$ cat config.mk
export PLATFORM = sky130hd
export DESIGN_NAME = pattern_cmd_scheduler_flat
export DESIGN_NICKNAME = d
export VERILOG_FILES = /design/src/rtl/pattern_pkg.sv /design/src/rtl/pattern_cmd_scheduler_if.sv /design/src/rtl/pattern_cmd_scheduler_rr_arbiter.sv /design/src/rtl/pattern_cmd_scheduler.sv /design/src/flat_wrapper.sv
export SDC_FILE = /design/constraint.sdc
export NUM_CORES = 1
export LEC_CHECK = 0
export CORE_AREA = 2 2 148 150
export CTS_CLUSTER_DIAMETER = 80
export CTS_CLUSTER_SIZE = 25
export DETAILED_ROUTE_END_ITERATION = 7
export DIE_AREA = 0 0 150 152
export GPL_TIMING_DRIVEN = 1
export MAX_ROUTING_LAYER = met4
export PLACE_DENSITY = 0.88
export SLEW_MARGIN = 10
export SYNTH_ARGS = -nofsm -noshare
export SYNTH_HDL_FRONTEND = slang
export SYNTH_SLANG_ARGS = --single-unit
export TNS_END_PERCENT = 100
$ cat constraint.sdc
create_clock -name clk -period 11.5 [get_ports clk]
set_input_delay 1.15 -clock clk [delete_from_list [all_inputs] [get_ports clk]]
set_output_delay 1.15 -clock clk [all_outputs]
set_load 0.05 [all_outputs]
$ cat src/rtl/pattern_pkg.sv
// Shared types and command packing for the pattern writer command scheduler.
package pattern_pkg;

  typedef enum logic [1:0] {
    ST_IDLE,
    ST_ISSUE,
    ST_WAIT,
    ST_DONE
  } sched_state_e;

  localparam int CMD_WIDTH = 96;
  localparam int FIELD_W   = 32;
  localparam int LEN_LSB   = 64;
  localparam int ADDR_LSB  = 32;

  // Writer command word: {length, address, 32'h0}.
  function automatic logic [CMD_WIDTH-1:0] pack_cmd(input logic [FIELD_W-1:0] len,
                                                    input logic [FIELD_W-1:0] addr);
    logic [CMD_WIDTH-1:0] c;
    c = '0;
    c[LEN_LSB +: FIELD_W]  = len;
    c[ADDR_LSB +: FIELD_W] = addr;
    return c;
  endfunction

endpackage

$ cat src/rtl/pattern_cmd_scheduler_if.sv
// Requester, command-sink and write-monitor signals of the scheduler.
// slave: scheduler side; master: requesters / writer side.
interface pattern_cmd_scheduler_if #(
  parameter int NUM_REQ       = 4,
  parameter int ADDRESS_WIDTH = 32,
  parameter int LENGTH_WIDTH  = 32
);
  import pattern_pkg::*;

  logic [NUM_REQ-1:0]                    req_valid;
  logic [NUM_REQ-1:0]                    req_ready;
  logic [NUM_REQ-1:0][ADDRESS_WIDTH-1:0] req_addr;
  logic [NUM_REQ-1:0][LENGTH_WIDTH-1:0]  req_length;
  logic [NUM_REQ-1:0]                    req_done;
  logic [NUM_REQ-1:0]                    req_err;
  logic [CMD_WIDTH-1:0]                  cmd_data;
  logic                                  cmd_valid;
  logic                                  cmd_ready;
  logic                                  mon_write;
  logic                                  mon_waitrequest;

  modport slave (
    input  req_valid, req_addr, req_length, cmd_ready, mon_write, mon_waitrequest,
    output req_ready, req_done, req_err, cmd_data, cmd_valid
  );

  modport master (
    output req_valid, req_addr, req_length, cmd_ready, mon_write, mon_waitrequest,
    input  req_ready, req_done, req_err, cmd_data, cmd_valid
  );
endinterface

$ cat src/rtl/pattern_cmd_scheduler_rr_arbiter.sv
// Round-robin arbiter: first set request at or after ptr, wrapping.
// Produces a one-hot grant and its encoded index.
module rr_arbiter #(
  parameter int NUM_REQ = 4,
  parameter int IW      = (NUM_REQ > 1) ? $clog2(NUM_REQ) : 1
) (
  input  logic [NUM_REQ-1:0] req,
  input  logic [IW-1:0]      ptr,
  output logic [NUM_REQ-1:0] gnt,
  output logic [IW-1:0]      gnt_idx,
  output logic               gnt_any
);
  logic [2*NUM_REQ-1:0] req_sh;
  logic [NUM_REQ-1:0]   req_rot;
  logic [IW-1:0]        off;
  logic [IW:0]          sum;

  always_comb begin
    // Rotate so ptr sits at bit 0, then take the lowest set bit.
    req_sh  = {req, req} >> ptr;
    req_rot = req_sh[NUM_REQ-1:0];
    off     = '0;
    for (int k = NUM_REQ - 1; k >= 0; k--) begin
      if (req_rot[k]) off = IW'(k);
    end
    sum = {1'b0, ptr} + {1'b0, off};
    if (sum >= (IW+1)'(NUM_REQ)) sum = sum - (IW+1)'(NUM_REQ);
    gnt_any = |req;
    gnt_idx = sum[IW-1:0];
    gnt     = gnt_any ? (NUM_REQ'(1) << gnt_idx) : '0;
  end
endmodule

$ cat src/rtl/pattern_cmd_scheduler.sv
// Round-robin command scheduler: splits requests into <=MAX_CHUNK commands, one outstanding.
// Optional stall timeout enabled by defining SCHED_TIMEOUT_EN.
module pattern_cmd_scheduler
  import pattern_pkg::*;
#(
  parameter int NUM_REQ           = 4,
  parameter int ADDRESS_WIDTH     = 32,
  parameter int LENGTH_WIDTH      = 32,
  parameter int BYTE_ENABLE_WIDTH = 4,
  parameter int MAX_CHUNK         = 4096,
  parameter int TIMEOUT_CYCLES    = 1024,
  parameter int IW                = (NUM_REQ > 1) ? $clog2(NUM_REQ) : 1
) (
  input  logic                      clk,
  input  logic                      reset,
  pattern_cmd_scheduler_if.slave    bus,
  output logic                      busy,
  output logic [IW-1:0]             grant_id
);
  localparam int AW      = ADDRESS_WIDTH;
  localparam int LW      = LENGTH_WIDTH;
  localparam int BEAT_SH = $clog2(BYTE_ENABLE_WIDTH);

  if (TIMEOUT_CYCLES < 1 || (MAX_CHUNK % BYTE_ENABLE_WIDTH) != 0) begin : g_cfg_err
    $error("pattern_cmd_scheduler: invalid TIMEOUT_CYCLES or MAX_CHUNK");
  end

  sched_state_e  state_q, state_d;
  logic [IW-1:0] rr_ptr_q, rr_ptr_d;
  logic [IW-1:0] gid_q, gid_d;
  logic [AW-1:0] addr_q, addr_d;
  logic [LW-1:0] rem_q, rem_d;
  logic [LW-1:0] beats_q, beats_d;

  logic [NUM_REQ-1:0] arb_gnt;
  logic [IW-1:0]      arb_idx;
  logic               arb_any;
  logic [LW-1:0]      chunk;
  logic               beat_acc;
  logic               activity;
  logic               timeout;
  logic [NUM_REQ-1:0] gid_oh;

  rr_arbiter #(.NUM_REQ(NUM_REQ), .IW(IW)) u_arb (
    .req     (bus.req_valid),
    .ptr     (rr_ptr_q),
    .gnt     (arb_gnt),
    .gnt_idx (arb_idx),
    .gnt_any (arb_any)
  );

  // chunk depends only on rem_q, which holds until the last beat of the chunk.
  assign chunk    = (rem_q > LW'(MAX_CHUNK)) ? LW'(MAX_CHUNK) : rem_q;
  assign beat_acc = (state_q == ST_WAIT) && bus.mon_write && !bus.mon_waitrequest;
  assign activity = ((state_q == ST_ISSUE) && bus.cmd_ready) || beat_acc;
  assign gid_oh   = NUM_REQ'(1) << gid_q;

  always_comb begin
    state_d  = state_q;
    rr_ptr_d = rr_ptr_q;
    gid_d    = gid_q;
    addr_d   = addr_q;
    rem_d    = rem_q;
    beats_d  = beats_q;
    case (state_q)
      ST_IDLE: begin
        if (arb_any) begin
          gid_d    = arb_idx;
          addr_d   = bus.req_addr[arb_idx];
          rem_d    = bus.req_length[arb_idx];
          rr_ptr_d = (arb_idx == IW'(NUM_REQ - 1)) ? '0 : arb_idx + 1'b1;
          state_d  = (bus.req_length[arb_idx] == '0) ? ST_DONE : ST_ISSUE;
        end
      end
      ST_ISSUE: begin
        if (bus.cmd_ready) begin
          beats_d = chunk >> BEAT_SH;
          state_d = ST_WAIT;
        end
      end
      ST_WAIT: begin
        if (beat_acc) begin
          beats_d = beats_q - 1'b1;
          if (beats_q <= LW'(1)) begin
            addr_d  = addr_q + AW'(chunk);
            rem_d   = rem_q - chunk;
            state_d = (rem_q == chunk) ? ST_DONE : ST_ISSUE;
          end
        end
      end
      ST_DONE:  state_d = ST_IDLE;
      default:  state_d = ST_IDLE;
    endcase
    if (timeout) state_d = ST_IDLE;
  end

  always_ff @(posedge clk or negedge reset) begin
    if (!reset) begin
      state_q  <= ST_IDLE;
      rr_ptr_q <= '0;
      gid_q    <= '0;
      addr_q   <= '0;
      rem_q    <= '0;
      beats_q  <= '0;
    end else begin
      state_q  <= state_d;
      rr_ptr_q <= rr_ptr_d;
      gid_q    <= gid_d;
      addr_q   <= addr_d;
      rem_q    <= rem_d;
      beats_q  <= beats_d;
    end
  end

`ifdef SCHED_TIMEOUT_EN
  localparam int STALL_W = $clog2(TIMEOUT_CYCLES + 1);
  logic [STALL_W-1:0] stall_q, stall_d;

  // Timeout fires in the TIMEOUT_CYCLES-th consecutive idle cycle of ISSUE/WAIT.
  always_comb begin
    stall_d = '0;
    timeout = 1'b0;
    if ((state_q == ST_ISSUE || state_q == ST_WAIT) && !activity) begin
      if (stall_q == STALL_W'(TIMEOUT_CYCLES - 1)) timeout = 1'b1;
      else stall_d = stall_q + 1'b1;
    end
  end

  always_ff @(posedge clk or negedge reset) begin
    if (!reset) stall_q <= '0;
    else        stall_q <= stall_d;
  end

  assign bus.req_err = timeout ? gid_oh : '0;
`else
  assign timeout     = 1'b0;
  assign bus.req_err = '0;
`endif

  // Grant is gated by reset so a held req_valid cannot pulse req_ready while in reset.
  assign bus.req_ready = (reset && state_q == ST_IDLE) ? arb_gnt : '0;
  assign bus.req_done  = (state_q == ST_DONE) ? gid_oh : '0;
  assign bus.cmd_valid = (state_q == ST_ISSUE);
  assign bus.cmd_data  = (state_q == ST_ISSUE) ? pack_cmd(FIELD_W'(chunk), FIELD_W'(addr_q)) : '0;
  assign busy          = (state_q != ST_IDLE);
  assign grant_id      = gid_q;

endmodule

$ cat src/flat_wrapper.sv
// flat-port wrapper written by rule: the top's interface ports become plain ports
module pattern_cmd_scheduler_flat import pattern_pkg::*;
#(
  parameter int NUM_REQ           = 4,
  parameter int ADDRESS_WIDTH     = 32,
  parameter int LENGTH_WIDTH      = 32,
  parameter int BYTE_ENABLE_WIDTH = 4,
  parameter int MAX_CHUNK         = 4096,
  parameter int TIMEOUT_CYCLES    = 1024,
  parameter int IW                = (NUM_REQ > 1) ? $clog2(NUM_REQ) : 1
)
  (clk, reset, busy, grant_id, bus_req_valid, bus_req_addr, bus_req_length, bus_cmd_ready, bus_mon_write, bus_mon_waitrequest, bus_req_ready, bus_req_done, bus_req_err, bus_cmd_data, bus_cmd_valid);
  pattern_cmd_scheduler_if #(.NUM_REQ(NUM_REQ), .ADDRESS_WIDTH(ADDRESS_WIDTH), .LENGTH_WIDTH(LENGTH_WIDTH)) bus_i ();
  input  logic clk;
  input  logic reset;
  output logic busy;
  output logic [IW-1:0] grant_id;
  input wire logic [$bits(bus_i.req_valid)-1:0] bus_req_valid;
  input wire logic [$bits(bus_i.req_addr)-1:0] bus_req_addr;
  input wire logic [$bits(bus_i.req_length)-1:0] bus_req_length;
  input wire logic [$bits(bus_i.cmd_ready)-1:0] bus_cmd_ready;
  input wire logic [$bits(bus_i.mon_write)-1:0] bus_mon_write;
  input wire logic [$bits(bus_i.mon_waitrequest)-1:0] bus_mon_waitrequest;
  output wire logic [$bits(bus_i.req_ready)-1:0] bus_req_ready;
  output wire logic [$bits(bus_i.req_done)-1:0] bus_req_done;
  output wire logic [$bits(bus_i.req_err)-1:0] bus_req_err;
  output wire logic [$bits(bus_i.cmd_data)-1:0] bus_cmd_data;
  output wire logic [$bits(bus_i.cmd_valid)-1:0] bus_cmd_valid;
  assign bus_i.req_valid = bus_req_valid;
  assign bus_i.req_addr = bus_req_addr;
  assign bus_i.req_length = bus_req_length;
  assign bus_i.cmd_ready = bus_cmd_ready;
  assign bus_i.mon_write = bus_mon_write;
  assign bus_i.mon_waitrequest = bus_mon_waitrequest;
  assign bus_req_ready = bus_i.req_ready;
  assign bus_req_done = bus_i.req_done;
  assign bus_req_err = bus_i.req_err;
  assign bus_cmd_data = bus_i.cmd_data;
  assign bus_cmd_valid = bus_i.cmd_valid;
  pattern_cmd_scheduler #(.NUM_REQ(NUM_REQ), .ADDRESS_WIDTH(ADDRESS_WIDTH), .LENGTH_WIDTH(LENGTH_WIDTH), .BYTE_ENABLE_WIDTH(BYTE_ENABLE_WIDTH), .MAX_CHUNK(MAX_CHUNK), .TIMEOUT_CYCLES(TIMEOUT_CYCLES), .IW(IW)) u_core (.clk(clk), .reset(reset), .bus(bus_i), .busy(busy), .grant_id(grant_id));
endmodule
==> qor.tcl <==
set qor(critical_path_buf_inv_count) 3
set qor(worst_path_largest_cell_delay_ps) 800
set qor(synth_edf_count) 0
set qor(root_buffer) {sky130_fd_sc_hd__clkbuf_16}
set qor(min_period_ps) 5560
set qor(final_nets) 1741
set qor(ys_top_cells_by_area) {sky130_fd_sc_hd__dfrtp_1 26%, sky130_fd_sc_hd__mux4_2 15%, sky130_fd_sc_hd__a21oi_1 5.2%}
set qor(whs_path_depth) 1
set qor(start_util) 0.454
set qor(path_delay_family) {buffers and inverters}
set qor(n_fill_cell) 1804
set qor(post_cts_hold_buffer_count) 0
set qor(yosys_register_bits) 102
set qor(grt_max_degree) 68
set qor(tightest_slew_ps) 1020
set qor(netlist_area_um2) 9700
set qor(hold_path_end) {u_core.beats_q[26]}
set qor(via_count) 10700
set qor(initial_antenna_violation_count) 6
set qor(num_io_pins) 377
set qor(most_frequent_cell_on_the_critical_path) {sky130_fd_sc_hd__clkdlybuf4s50_1}
set qor(cts_htree_levels) 3
set qor(synth_most_common_cell) {sky130_fd_sc_hd__nand2_1}
set qor(netlist-cell-type-count) 81
set qor(routed_wirelength_mm) 38.3
set qor(hp-start) {u_core.beats_q[26]}
set qor(ir_drop_uv) 203
set qor(finalSetupTns_ps) 0
set qor(core_um2) 21400
set qor(slew_violations) 0
set qor(globalRouteTotalUtil) 0.340
set qor(finalCoreUtilization) 0.624
set qor(ys_top_cells_by_count) {132 x sky130_fd_sc_hd__nand2_1, 107 x sky130_fd_sc_hd__nor2_1, 102 x sky130_fd_sc_hd__dfrtp_1}
set qor(route.detailed.drc) 0
set qor(design.die.area_um2) 22800
set qor(clock_latency_ps) 360
set qor(grt_setup_unrepaired) {no}
set qor(worstSetupStartpointType) {primary input}
set qor(yosysSeqAreaShare) 0.263
set qor(tritoncts) {yes}
set qor(slew_headroom) 0.321
set qor(final.period_utilization) 0.483
set qor(crit_path_cell_trace) {clkdlybuf4s50_1 -> nor3_1 -> maj3_1 -> a311oi_1 -> xnor2_2 -> buf_4 -> ha_1 -> and3_1 -> clkdlybuf4s50_1}
set qor(share_of_post_route_cells_with_drive_strength_above_1) 0.0795
set qor(drt_iter0_markers) 1184
set qor(outcome) {complete, no violations}
set qor(number_of_standard_cells_after_synthesis) 1153
set qor(timing.final.setup_violations) 0
set qor(synthDominantAreaCellType) {sky130_fd_sc_hd__dfrtp_1}
set qor(cts_post_setup_buffers_inserted) 0
set qor(power.density_cell_area_nw_per_um2) 281
set qor(grt_first_pass_wirelength_mm) 57.7
set qor(crit_arrival_ps) 4410
set qor(r2r_start) {u_core.rem_q[23]}
set qor(cts_repair_resize_count) 0
set qor(hold_class) {register to register}
set qor(grt-ovfl-total) 0
set qor(clock_skew_ps) 9.69
set qor(hold_violations) 0
set qor(criticalPathCategory) {primary input to output port}
set qor(end_kind) {output port}
set qor(worst_path_max_delay_cell) {sky130_fd_sc_hd__clkdlybuf4s50_1}
set qor(drt-pass1-iter-count) 5
set qor(share_of_the_synthesized_area_in_the_top_cell_type) 0.263
set qor(clock.fmax_mhz) 180
set qor(place.port_buffers) 321
set qor(gp_congestion) 1.02
set qor(synthFlopType) {sky130_fd_sc_hd__dfrtp_1}
set qor(tritoncts_num_sinks) 102
set qor(worst-r2r-setup-slack_ps) 6290
set qor(hpwlAfterDp_mm) 30.2
set qor(via_per_inst) 6.15
set qor(maxCapViolCount) 0
set qor(cts_made_buffers) 9
set qor(core.rowCount) 54
set qor(leakagePower_nw) 5.41
set qor(crit_cells) 9
set qor(die_width_um) 150
set qor(clk_pin_slew_worst_paths_ps) 70
set qor(ys_warn_count) 0
set qor(timing.hold.ws_ps) 488
set qor(reg2regPathDepth) 17
set qor(layout-area-overhead-vs-synth_pct) 37.4
set qor(first_global_vias) 10200
set qor(wl_per_cell_um) 22.1
set qor(postSynthAreaPerCell_um2) 8.41
set qor(critical_path_peak_fanout) 29
set qor(timing.rr.end) {u_core.addr_q[20]}
set qor(critical_path_required_ps) 10350
set qor(ys_async_sr_fraction) 1.00
set qor(die_height_um) 152
set qor(clock_path_buffers) 2
set qor(postRouteAntennaNets) 0
==> worst register-to-register path: stages (launching register included) <==
cell                        delay, ps
sky130_fd_sc_hd__dfrtp_1          430
sky130_fd_sc_hd__or4_4            590
sky130_fd_sc_hd__nand4bb_4        270
sky130_fd_sc_hd__nor2_1           290
sky130_fd_sc_hd__and3_1           240
sky130_fd_sc_hd__ha_1             220
sky130_fd_sc_hd__inv_1             80
sky130_fd_sc_hd__fa_1             470
sky130_fd_sc_hd__a21boi_0         190
sky130_fd_sc_hd__o22ai_1          100
sky130_fd_sc_hd__o32a_1           350
sky130_fd_sc_hd__o21bai_1         230
sky130_fd_sc_hd__a31oi_1          350
sky130_fd_sc_hd__a311oi_2         250
sky130_fd_sc_hd__o21ai_1          380
sky130_fd_sc_hd__o21a_1           190
sky130_fd_sc_hd__nor3_1            90
sky130_fd_sc_hd__or3b_1           360
==> cells in the final DEF, fill, tap and decap left out, types with 9 or more instances in the layout <==
cell and count:
sky130_fd_sc_hd__a21o_1 14, sky130_fd_sc_hd__a21oi_1 99, sky130_fd_sc_hd__a22o_1 9, sky130_fd_sc_hd__a31oi_1 27, sky130_fd_sc_hd__and2_1 31, sky130_fd_sc_hd__and3_1 19
sky130_fd_sc_hd__buf_4 17, sky130_fd_sc_hd__clkbuf_16 9, sky130_fd_sc_hd__clkdlybuf4s50_1 320, sky130_fd_sc_hd__conb_1 72, sky130_fd_sc_hd__dfrtp_1 102, sky130_fd_sc_hd__ha_1 32
sky130_fd_sc_hd__inv_1 32, sky130_fd_sc_hd__mux4_2 64, sky130_fd_sc_hd__nand2_1 132, sky130_fd_sc_hd__nand2b_1 10, sky130_fd_sc_hd__nand3_1 22, sky130_fd_sc_hd__nor2_1 107
sky130_fd_sc_hd__nor3_1 38, sky130_fd_sc_hd__nor4_1 19, sky130_fd_sc_hd__o21ai_0 72, sky130_fd_sc_hd__o22ai_1 21, sky130_fd_sc_hd__xnor2_1 11, sky130_fd_sc_hd__xor2_1 13
==> cell type report <==
type	instances	area, µm²	area share
multi-input combinational	959	6630	0.498
timing repair buffer	337	3330	0.250
sequential	102	2550	0.192
tap	280	350	0.0263
clock buffer	11	243	0.0182
inverter	33	124	0.00930
clock inverter	5	82.6	0.00620
antenna	4	10.0	0.000751
==> flip-flops by register name, summed over array words and instances, names as in the netlist <==
register         flops
u_core.addr_q       32
u_core.beats_q      32
u_core.grant_id      2
u_core.rem_q        32
u_core.rr_ptr_q      2
u_core.state_q       2
==> layer usage <==
metal,track usage,vias to the layer above,part of all wire
li1,-,4742,-
met1,0.435,5139,0.38
met2,0.533,681,0.48
met3,0.0910,91,0.11
met4,0.0943,0,0.029
met5,-,-,0
==> kinds of logic (layout without fill, tap and decap cells) <==
family,Yosys count,after routing,synth area share
and+or+nand+nor,423,423,0.211
AOI/OAI and AO/OA,335,335,0.219
buffers and inverters,162,386,0.0844
DFF,102,102,0.263
muxes,67,67,0.152
adders and majority gates,37,37,0.0477
xor gates and xnor gates,25,25,0.0226
other,2,76,0.000774
==> per-stage QoR <==
stage          setup WS (ps)  cells  power, mW  area, µm²
4_1_cts                 5980   1727       3.69      13300
2_1_floorplan           6140   1223       2.58       9960
3_5_place_dp            5840   1711       3.34      13000
6_report                5940   1731       3.75      13300
5_1_grt                 5820   1731       3.96      13300
3_3_place_gp            6090   1711       3.27      13000
==> how the worst max path moves through the flow <==
stage,from,to,slack [ps]
floorplan,bus_req_valid[0],bus_req_ready[0],6140
global placement,bus_req_valid[2],bus_req_ready[1],6090
detailed placement,bus_req_valid[0],u_core.state_q[1],5840
CTS,bus_req_valid[3],bus_req_ready[1],5980
global route,bus_req_valid[0],bus_req_ready[0],5820
finish,bus_req_valid[3],bus_req_ready[1],5940
==> report_power, final <==
part	switching (mW)	internal (mW)	total, mW	leakage, nW
sequential	0.227	0.521	0.748	1.24
combinational	1.57	1.08	2.66	4.02
clock	0.148	0.198	0.345	0.160
total	1.95	1.80	3.75	5.41
No activity file was read; power rests on OpenSTA's default activity.
